**src/rtl/wakeup_matrix_sched_pkg.sv**
```systemverilog
// Shared types, constants and helpers for the wakeup matrix scheduler.
// The per-entry record keeps the lifecycle flags and the execute latency;
// dependency rows and countdowns live beside it in the top module.
package wakeup_matrix_sched_pkg;

    localparam int WAKEUP_LAT_W = 4;
    localparam int MAX_ENTRIES  = 64;
    localparam int MAX_IDX_W    = $clog2(MAX_ENTRIES);

    typedef struct packed {
        logic                    valid;
        logic                    issued;
        logic [WAKEUP_LAT_W-1:0] lat;
    } sched_entry_t;

    // Lowest set bit of a free vector; returns 0 when nothing is free.
    function automatic logic [MAX_IDX_W-1:0] priority_lowest_free(
        input logic [MAX_ENTRIES-1:0] free_vec
    );
        logic [MAX_IDX_W-1:0] idx;
        logic                 found;
        idx   = '0;
        found = 1'b0;
        for (int i = 0; i < MAX_ENTRIES; i++) begin
            if (free_vec[i] && !found) begin
                idx   = MAX_IDX_W'(i);
                found = 1'b1;
            end
        end
        return idx;
    endfunction

endpackage

```
**src/rtl/wakeup_matrix_sched_if.sv**
```systemverilog
// Dispatch / select / flush bundle between the rename-dispatch stage, the
// select logic and the wakeup matrix. The scheduler uses the slave modport.
// bcast_vec exists only when WAKEUP_BCAST_OUT_EN is defined.
interface wakeup_matrix_sched_if #(
    parameter int NUM_ENTRIES = 8,
    parameter int NUM_GRANTS  = 2,
    parameter int LAT_W       = 4
);
    localparam int IDX_W = $clog2(NUM_ENTRIES);

    logic                        disp_valid;
    logic                        disp_ready;
    logic [IDX_W-1:0]            disp_idx;
    logic [NUM_ENTRIES-1:0]      disp_dep_vec;
    logic [LAT_W-1:0]            disp_latency;
    logic [NUM_GRANTS-1:0]       grant_valid;
    logic [NUM_GRANTS*IDX_W-1:0] grant_idx;
    logic                        flush;
    logic [NUM_ENTRIES-1:0]      request_vector;
    logic [IDX_W:0]              free_count;
`ifdef WAKEUP_BCAST_OUT_EN
    logic [NUM_ENTRIES-1:0]      bcast_vec;
`endif

    modport master (
        output disp_valid, disp_dep_vec, disp_latency, grant_valid, grant_idx, flush,
        input  disp_ready, disp_idx, request_vector, free_count
`ifdef WAKEUP_BCAST_OUT_EN
        , input bcast_vec
`endif
    );

    modport slave (
        input  disp_valid, disp_dep_vec, disp_latency, grant_valid, grant_idx, flush,
        output disp_ready, disp_idx, request_vector, free_count
`ifdef WAKEUP_BCAST_OUT_EN
        , output bcast_vec
`endif
    );

endinterface

```
**src/rtl/wakeup_matrix_sched_lat_counter.sv**
```systemverilog
// Per-entry execute-latency countdown. Loaded with lat-1 when a multi-cycle
// op is granted; fire_o is high during the cycle whose closing edge must
// broadcast the entry's column, after which the counter rests at zero.
module wakeup_lat_counter #(
    parameter int LAT_W = 4
) (
    input  logic             clk,
    input  logic             rst_n,
    input  logic             flush_i,
    input  logic             load_i,
    input  logic [LAT_W-1:0] load_val_i,
    output logic             fire_o
);

    logic [LAT_W-1:0] cnt_q;
    logic [LAT_W-1:0] cnt_d;

    // Flush drops the countdown, a grant loads it, otherwise count down to zero.
    always_comb begin
        cnt_d = cnt_q;
        if (flush_i) begin
            cnt_d = '0;
        end else if (load_i) begin
            cnt_d = load_val_i;
        end else if (cnt_q != '0) begin
            cnt_d = cnt_q - LAT_W'(1);
        end
    end

    // Counter register, cleared asynchronously so a reset discards pending wakeups.
    always_ff @(posedge clk or negedge rst_n) begin
        if (!rst_n) begin
            cnt_q <= '0;
        end else begin
            cnt_q <= cnt_d;
        end
    end

    assign fire_o = (cnt_q == LAT_W'(1));

endmodule

```
**src/rtl/wakeup_matrix_sched.sv**
```systemverilog
// Issue-queue wakeup core: dependency matrix, per-entry latency countdown and
// lowest-index free-entry allocation. Granted entries clear their column in
// every dependency row after their execute latency and free their slot.
// Optional: define WAKEUP_BCAST_OUT_EN to export the broadcast vector.
module wakeup_matrix_sched
    import wakeup_matrix_sched_pkg::*;
#(
    parameter int NUM_ENTRIES = 8,
    parameter int NUM_GRANTS  = 2,
    parameter int LAT_W       = WAKEUP_LAT_W
) (
    input  logic                  clk,
    input  logic                  rst_n,
    wakeup_matrix_sched_if.slave  bus
);

    localparam int IDX_W = $clog2(NUM_ENTRIES);

    sched_entry_t           entry_q [NUM_ENTRIES];
    sched_entry_t           entry_d [NUM_ENTRIES];
    logic [NUM_ENTRIES-1:0] dep_q   [NUM_ENTRIES];
    logic [NUM_ENTRIES-1:0] dep_d   [NUM_ENTRIES];
    logic [LAT_W-1:0]       load_val[NUM_ENTRIES];

    logic [NUM_ENTRIES-1:0] valid_vec;
    logic [NUM_ENTRIES-1:0] free_vec;
    logic [NUM_ENTRIES-1:0] request_vec;
    logic [NUM_ENTRIES-1:0] grant_raw;
    logic [NUM_ENTRIES-1:0] grant_hit;
    logic [NUM_ENTRIES-1:0] imm_bcast;
    logic [NUM_ENTRIES-1:0] cnt_load;
    logic [NUM_ENTRIES-1:0] cnt_fire;
    logic [NUM_ENTRIES-1:0] bcast;
    logic [IDX_W-1:0]       free_idx;
    logic [IDX_W:0]         free_cnt;
    logic                   accept;

    // Status derived purely from registered state: occupancy, readiness, free count.
    always_comb begin
        free_cnt = '0;
        for (int i = 0; i < NUM_ENTRIES; i++) begin
            valid_vec[i]   = entry_q[i].valid;
            request_vec[i] = entry_q[i].valid & ~entry_q[i].issued & (dep_q[i] == '0);
            free_cnt       = free_cnt + {{IDX_W{1'b0}}, ~entry_q[i].valid};
        end
        free_vec = ~valid_vec;
        free_idx = IDX_W'(priority_lowest_free(MAX_ENTRIES'(free_vec)));
    end

    // Decode grant ports; a grant counts only for a requesting entry and duplicates merge.
    always_comb begin
        grant_raw = '0;
        for (int p = 0; p < NUM_GRANTS; p++) begin
            if (bus.grant_valid[p]) begin
                grant_raw[bus.grant_idx[p*IDX_W +: IDX_W]] = 1'b1;
            end
        end
        grant_hit = grant_raw & request_vec & {NUM_ENTRIES{~bus.flush}};
        for (int i = 0; i < NUM_ENTRIES; i++) begin
            imm_bcast[i] = grant_hit[i] & (LAT_W'(entry_q[i].lat) <= LAT_W'(1));
            cnt_load[i]  = grant_hit[i] & (LAT_W'(entry_q[i].lat) >  LAT_W'(1));
            load_val[i]  = LAT_W'(entry_q[i].lat) - LAT_W'(1);
        end
    end

    assign bcast  = imm_bcast | cnt_fire;
    assign accept = bus.disp_valid & (|free_vec) & ~bus.flush;

    // Next-state per entry: issue, column clear and free, dispatch write, flush last.
    always_comb begin
        for (int i = 0; i < NUM_ENTRIES; i++) begin
            entry_d[i] = entry_q[i];
            dep_d[i]   = dep_q[i] & ~bcast;
            if (grant_hit[i]) begin
                entry_d[i].issued = 1'b1;
            end
            if (bcast[i]) begin
                entry_d[i].valid  = 1'b0;
                entry_d[i].issued = 1'b0;
            end
            if (accept && (free_idx == IDX_W'(i))) begin
                entry_d[i].valid  = 1'b1;
                entry_d[i].issued = 1'b0;
                entry_d[i].lat    = WAKEUP_LAT_W'(bus.disp_latency);
                dep_d[i]          = bus.disp_dep_vec & valid_vec & ~bcast;
            end
            if (bus.flush) begin
                entry_d[i] = '0;
                dep_d[i]   = '0;
            end
        end
    end

    // Entry and matrix registers with asynchronous active-low clear.
    always_ff @(posedge clk or negedge rst_n) begin
        if (!rst_n) begin
            for (int i = 0; i < NUM_ENTRIES; i++) begin
                entry_q[i] <= '0;
                dep_q[i]   <= '0;
            end
        end else begin
            for (int i = 0; i < NUM_ENTRIES; i++) begin
                entry_q[i] <= entry_d[i];
                dep_q[i]   <= dep_d[i];
            end
        end
    end

    for (genvar g = 0; g < NUM_ENTRIES; g++) begin : g_cnt
        wakeup_lat_counter #(
            .LAT_W (LAT_W)
        ) u_cnt (
            .clk        (clk),
            .rst_n      (rst_n),
            .flush_i    (bus.flush),
            .load_i     (cnt_load[g]),
            .load_val_i (load_val[g]),
            .fire_o     (cnt_fire[g])
        );
    end

    assign bus.request_vector = request_vec;
    assign bus.disp_ready     = |free_vec;
    assign bus.disp_idx       = free_idx;
    assign bus.free_count     = free_cnt;
`ifdef WAKEUP_BCAST_OUT_EN
    assign bus.bcast_vec      = bus.flush ? '0 : bcast;
`endif

endmodule

```
**src/flat_wrapper.sv**
```systemverilog
// flat-port wrapper written by rule: the top's interface ports become plain ports
module wakeup_matrix_sched_flat import wakeup_matrix_sched_pkg::*;
#(
    parameter int NUM_ENTRIES = 8,
    parameter int NUM_GRANTS  = 2,
    parameter int LAT_W       = WAKEUP_LAT_W
)
  (clk, rst_n, bus_disp_valid, bus_disp_dep_vec, bus_disp_latency, bus_grant_valid, bus_grant_idx, bus_flush, bus_disp_ready, bus_disp_idx, bus_request_vector, bus_free_count);
  wakeup_matrix_sched_if #(.NUM_ENTRIES(NUM_ENTRIES), .NUM_GRANTS(NUM_GRANTS), .LAT_W(LAT_W)) bus_i ();
  input  logic clk;
  input  logic rst_n;
  input wire logic [$bits(bus_i.disp_valid)-1:0] bus_disp_valid;
  input wire logic [$bits(bus_i.disp_dep_vec)-1:0] bus_disp_dep_vec;
  input wire logic [$bits(bus_i.disp_latency)-1:0] bus_disp_latency;
  input wire logic [$bits(bus_i.grant_valid)-1:0] bus_grant_valid;
  input wire logic [$bits(bus_i.grant_idx)-1:0] bus_grant_idx;
  input wire logic [$bits(bus_i.flush)-1:0] bus_flush;
  output wire logic [$bits(bus_i.disp_ready)-1:0] bus_disp_ready;
  output wire logic [$bits(bus_i.disp_idx)-1:0] bus_disp_idx;
  output wire logic [$bits(bus_i.request_vector)-1:0] bus_request_vector;
  output wire logic [$bits(bus_i.free_count)-1:0] bus_free_count;
  assign bus_i.disp_valid = bus_disp_valid;
  assign bus_i.disp_dep_vec = bus_disp_dep_vec;
  assign bus_i.disp_latency = bus_disp_latency;
  assign bus_i.grant_valid = bus_grant_valid;
  assign bus_i.grant_idx = bus_grant_idx;
  assign bus_i.flush = bus_flush;
  assign bus_disp_ready = bus_i.disp_ready;
  assign bus_disp_idx = bus_i.disp_idx;
  assign bus_request_vector = bus_i.request_vector;
  assign bus_free_count = bus_i.free_count;
  wakeup_matrix_sched #(.NUM_ENTRIES(NUM_ENTRIES), .NUM_GRANTS(NUM_GRANTS), .LAT_W(LAT_W)) u_core (.clk(clk), .rst_n(rst_n), .bus(bus_i));
endmodule
```
**config.mk**
```make
export PLATFORM = sky130hd
export DESIGN_NAME = wakeup_matrix_sched_flat
export DESIGN_NICKNAME = d
export VERILOG_FILES = /design/src/rtl/wakeup_matrix_sched_pkg.sv /design/src/rtl/wakeup_matrix_sched_if.sv /design/src/rtl/wakeup_matrix_sched_lat_counter.sv /design/src/rtl/wakeup_matrix_sched.sv /design/src/flat_wrapper.sv
export SDC_FILE = /design/constraint.sdc
export NUM_CORES = 1
export LEC_CHECK = 0
export CORE_MARGIN = 1
export CORE_UTILIZATION = 50
export DETAILED_ROUTE_END_ITERATION = 10
export PLACE_DENSITY_LB_ADDON = 0.25
export SLEW_MARGIN = 5
export SYNTH_ARGS = -nofsm -noshare
export SYNTH_HDL_FRONTEND = slang
export SYNTH_SLANG_ARGS = --single-unit
```
**constraint.sdc**
```tcl
create_clock -name clk -period 3.7 [get_ports clk]
set_input_delay 0.37 -clock clk [delete_from_list [all_inputs] [get_ports clk]]
set_output_delay 0.37 -clock clk [all_outputs]
set_load 0.01 [all_outputs]
```
==> summary.txt <==
Design area: 0.00925 sq mm
Adder-cell area share of the yosys netlist: 0.0691
Yosys warns: 0
CTS tree: yes
Max cap viols: 0
Top-count cell post-synth: dfrtp_1
CTS root buffer: clkbuf_16
Final Power: 4.99 mW
Register area share after synthesis: 0.448
Worst Setup EP: bus_free_count[0]
Cell Area, Placed: 0.00866 sq mm
Clk slew on worst S/H paths: 0.06 ns
Endpoint class of the critical path: output port
DRC viols: 0
I/O pins: 40
Setup CP Type: register to output port
VDD IR max: 0.371 mV
Die X-Extent: 129 um
Wirelength per Cell: 19.0 um
Core box area: 0.0154 sq mm
Setup ws final: 0.154 ns
NumNets Final: 970
Worst setup SP type: register
Post-synth EDFFs: 0
Final setup violation count: 0
PortBufs: 39
Status: complete, but fails checks
Die Ht: 129 um
Die area: 0.0166 sq mm
Worst Reg-to-Reg Cells: 7
Crit path max fanout: 3
Mean Syn Cell Area: 9.23 sq um
Worst Setup SP: u_core.entry_q[41]
Reg area: 0.00360 sq mm
Fin cells: 1128
Overall Global Routing Usage: 0.277
Largest family of logic cells by synthesized area: simple AND/OR/NAND/NOR gates
Synth cell count leaders: dfrtp_1, nand2_1, nand3_1
Routed WL: 21400 um
Failing checks: negative hold slack
Routed Antenna Nets: 0
Antenna diodes: 0
Post-synthesis simple-gate area fraction: 0.234
Max-slew headroom: 0.377
Worst skew pair latency: 0.43 ns
Footprint of the multi-input gates: 0.00405 sq mm
FP Rows: 45
Via-to-Cell Ratio: 5.81
WHS: -0.0176 ns
Setup bufs post-CTS: 0
Antenna violations before repair: 0
Post-route clock period utilization: 0.958
Post-DP HPWL: 14600 um
Crit path DAT: 3.18 ns
Leak: 4.04 nW
Multiplexer share of the synthesized area: 0.0266
Actual slew at the worst max-slew pin: 0.928 ns
Share of synthesized registers carrying an async set or reset: 1.00
RSZ-0062 raised after global routing: no
Syn Nets: 937
Mapped Area: 0.00804 sq mm
Final Skew: 0.00672 ns
PD cells: 540 mW/mm^2
Synth top area share: 0.448
Largest net degree at the start of global routing: 82
Final hold vios: 14
Minimum clock period: 3.55 ns
Pre-CTS setup slack: 0.172 ns
Clk buf depth: 2
R2R Setup Slk: 1.10 ns
Gate Count Post-Synth: 871
Synth-to-layout area growth: 15.0%
First-pass GRT wire length: 34000 um
Largest cells by area after synthesis: dfrtp_1, ha_1, nand3_1
CP required: 3.33 ns
Final GP Congestion: 0.906
Filler cell count: 1414
Post-synth top flop: dfrtp_1
XOR/XNOR Fraction of Synth Area: 0.0272
Compound-cell area share of the yosys netlist: 0.145
FF-to-FF Start: u_core.entry_q[41]
Synth area leader: dfrtp_1
Number of synthesized register bits: 144
Initial core utilization: 0.521
R2R Path End: u_core.dep_q[37]
Fraction of layout cells with a size suffix above 1: 0.0872
H-tree levels: 4
Post-route setup TNS: 0 ns
Fmax: 0.282 GHz
Detailed Route Iter0 Violations: 593
Placed insts: 1096
Max Slew Vio Count: 0
Synth cell types: 63
Drt pass-1 iters: 5
Vias in the first global route: 6369
Sink Count: 144
Remaining Overflow, GRT: 0
CTS Buf Count: 17
Tightest Hold Check Type: primary input to async pin
Via Count: 6556
==> cell families (layout without fill, tap and decap cells) <==
group | Yosys count | in the layout
AOI/OAI and AO/OA | 181 | 181
xor gates and xnor gates | 25 | 25
adders and majority gates | 42 | 42
buffers and inverters | 101 | 147
DFF | 144 | 144
muxes | 20 | 20
and+or+nand+nor | 358 | 358
==> layout by cell type (no fill, tap or decap), drive strengths merged, types with 25 or more instances in the layout <==
cell type and count:
dfrtp 144, clkdlybuf4s50 35, nand2 91, a21oi 61, o21ai 36, nor3 25, inv 55, nand3 79
nor2 65, ha 38
==> worst max-delay path, stage by stage, from the launching register on <==
cell	delay, ns
dfrtp_1	0.36
inv_2	0.05
ha_1	0.31
fa_1	0.50
fa_1	0.43
fa_2	0.56
clkdlybuf4s50_1	0.53
==> where the power goes <==
part / total (mW) / switching [mW] / internal (mW)
clock: 1.70 / 0.667 / 1.04
sequential: 1.81 / 0.107 / 1.70
combinational: 1.48 / 0.844 / 0.636
==> cell type report <==
type / count / area share
clock buffer: 21 / 0.0509
clock inverter: 11 / 0.0122
inverter: 55 / 0.0223
multi-input combinational: 626 / 0.438
sequential: 144 / 0.390
tap: 211 / 0.0286
timing repair buffer: 60 / 0.0578
==> routing by layer <==
metal  routed length (um)  share of wire  global-route usage
met1                 9750           0.45               0.367
met2                10000           0.47               0.450
met3                 1180          0.055              0.0528
met5                    0              0                   0
met4                  482          0.022               0.111
==> metrics by stage <==
stage | util | hold slack [ns]
5_1_grt | 0.599 | 0.0543
6_report | 0.599 | -0.0176
4_1_cts | 0.600 | 0.0137
2_1_floorplan | - | 0.0744
3_5_place_dp | 0.561 | 0.474
3_3_place_gp | 0.561 | 0.475
==> sequential cells by signal, summed over array words and instances (netlist names) <==
register	count
u_core.dep_q	64
u_core.entry_q	48
u_core.g_cnt.u_cnt.cnt_q	32
==> worst min path at each step <==
| stage | slack, ns | startpoint | cells after the start | to |
|---|---|---|---|---|
| after floorplan | 0.07 | rst_n | 0 | u_core.dep_q[0] |
| after global placement | 0.47 | rst_n | 1 | u_core.g_cnt[2].u_cnt.cnt_q[0] |
| after detailed placement | 0.47 | rst_n | 1 | u_core.g_cnt[2].u_cnt.cnt_q[0] |
| after CTS | 0.01 | rst_n | 1 | u_core.g_cnt[3].u_cnt.cnt_q[0] |
| after global routing | 0.05 | rst_n | 1 | u_core.entry_q[25] |
| final | -0.02 | rst_n | 1 | u_core.g_cnt[3].u_cnt.cnt_q[0] |
==> timing repair <==
| action | CTS | global route |
|---|---|---|
| gates resized for setup | 5 | 5 |
| hold buffers | 0 | 0 |
| pin swaps | 1 | 1 |
| setup endpoints to repair | 2 | 2 |
Note: power is estimated with default switching activity, not from simulation.
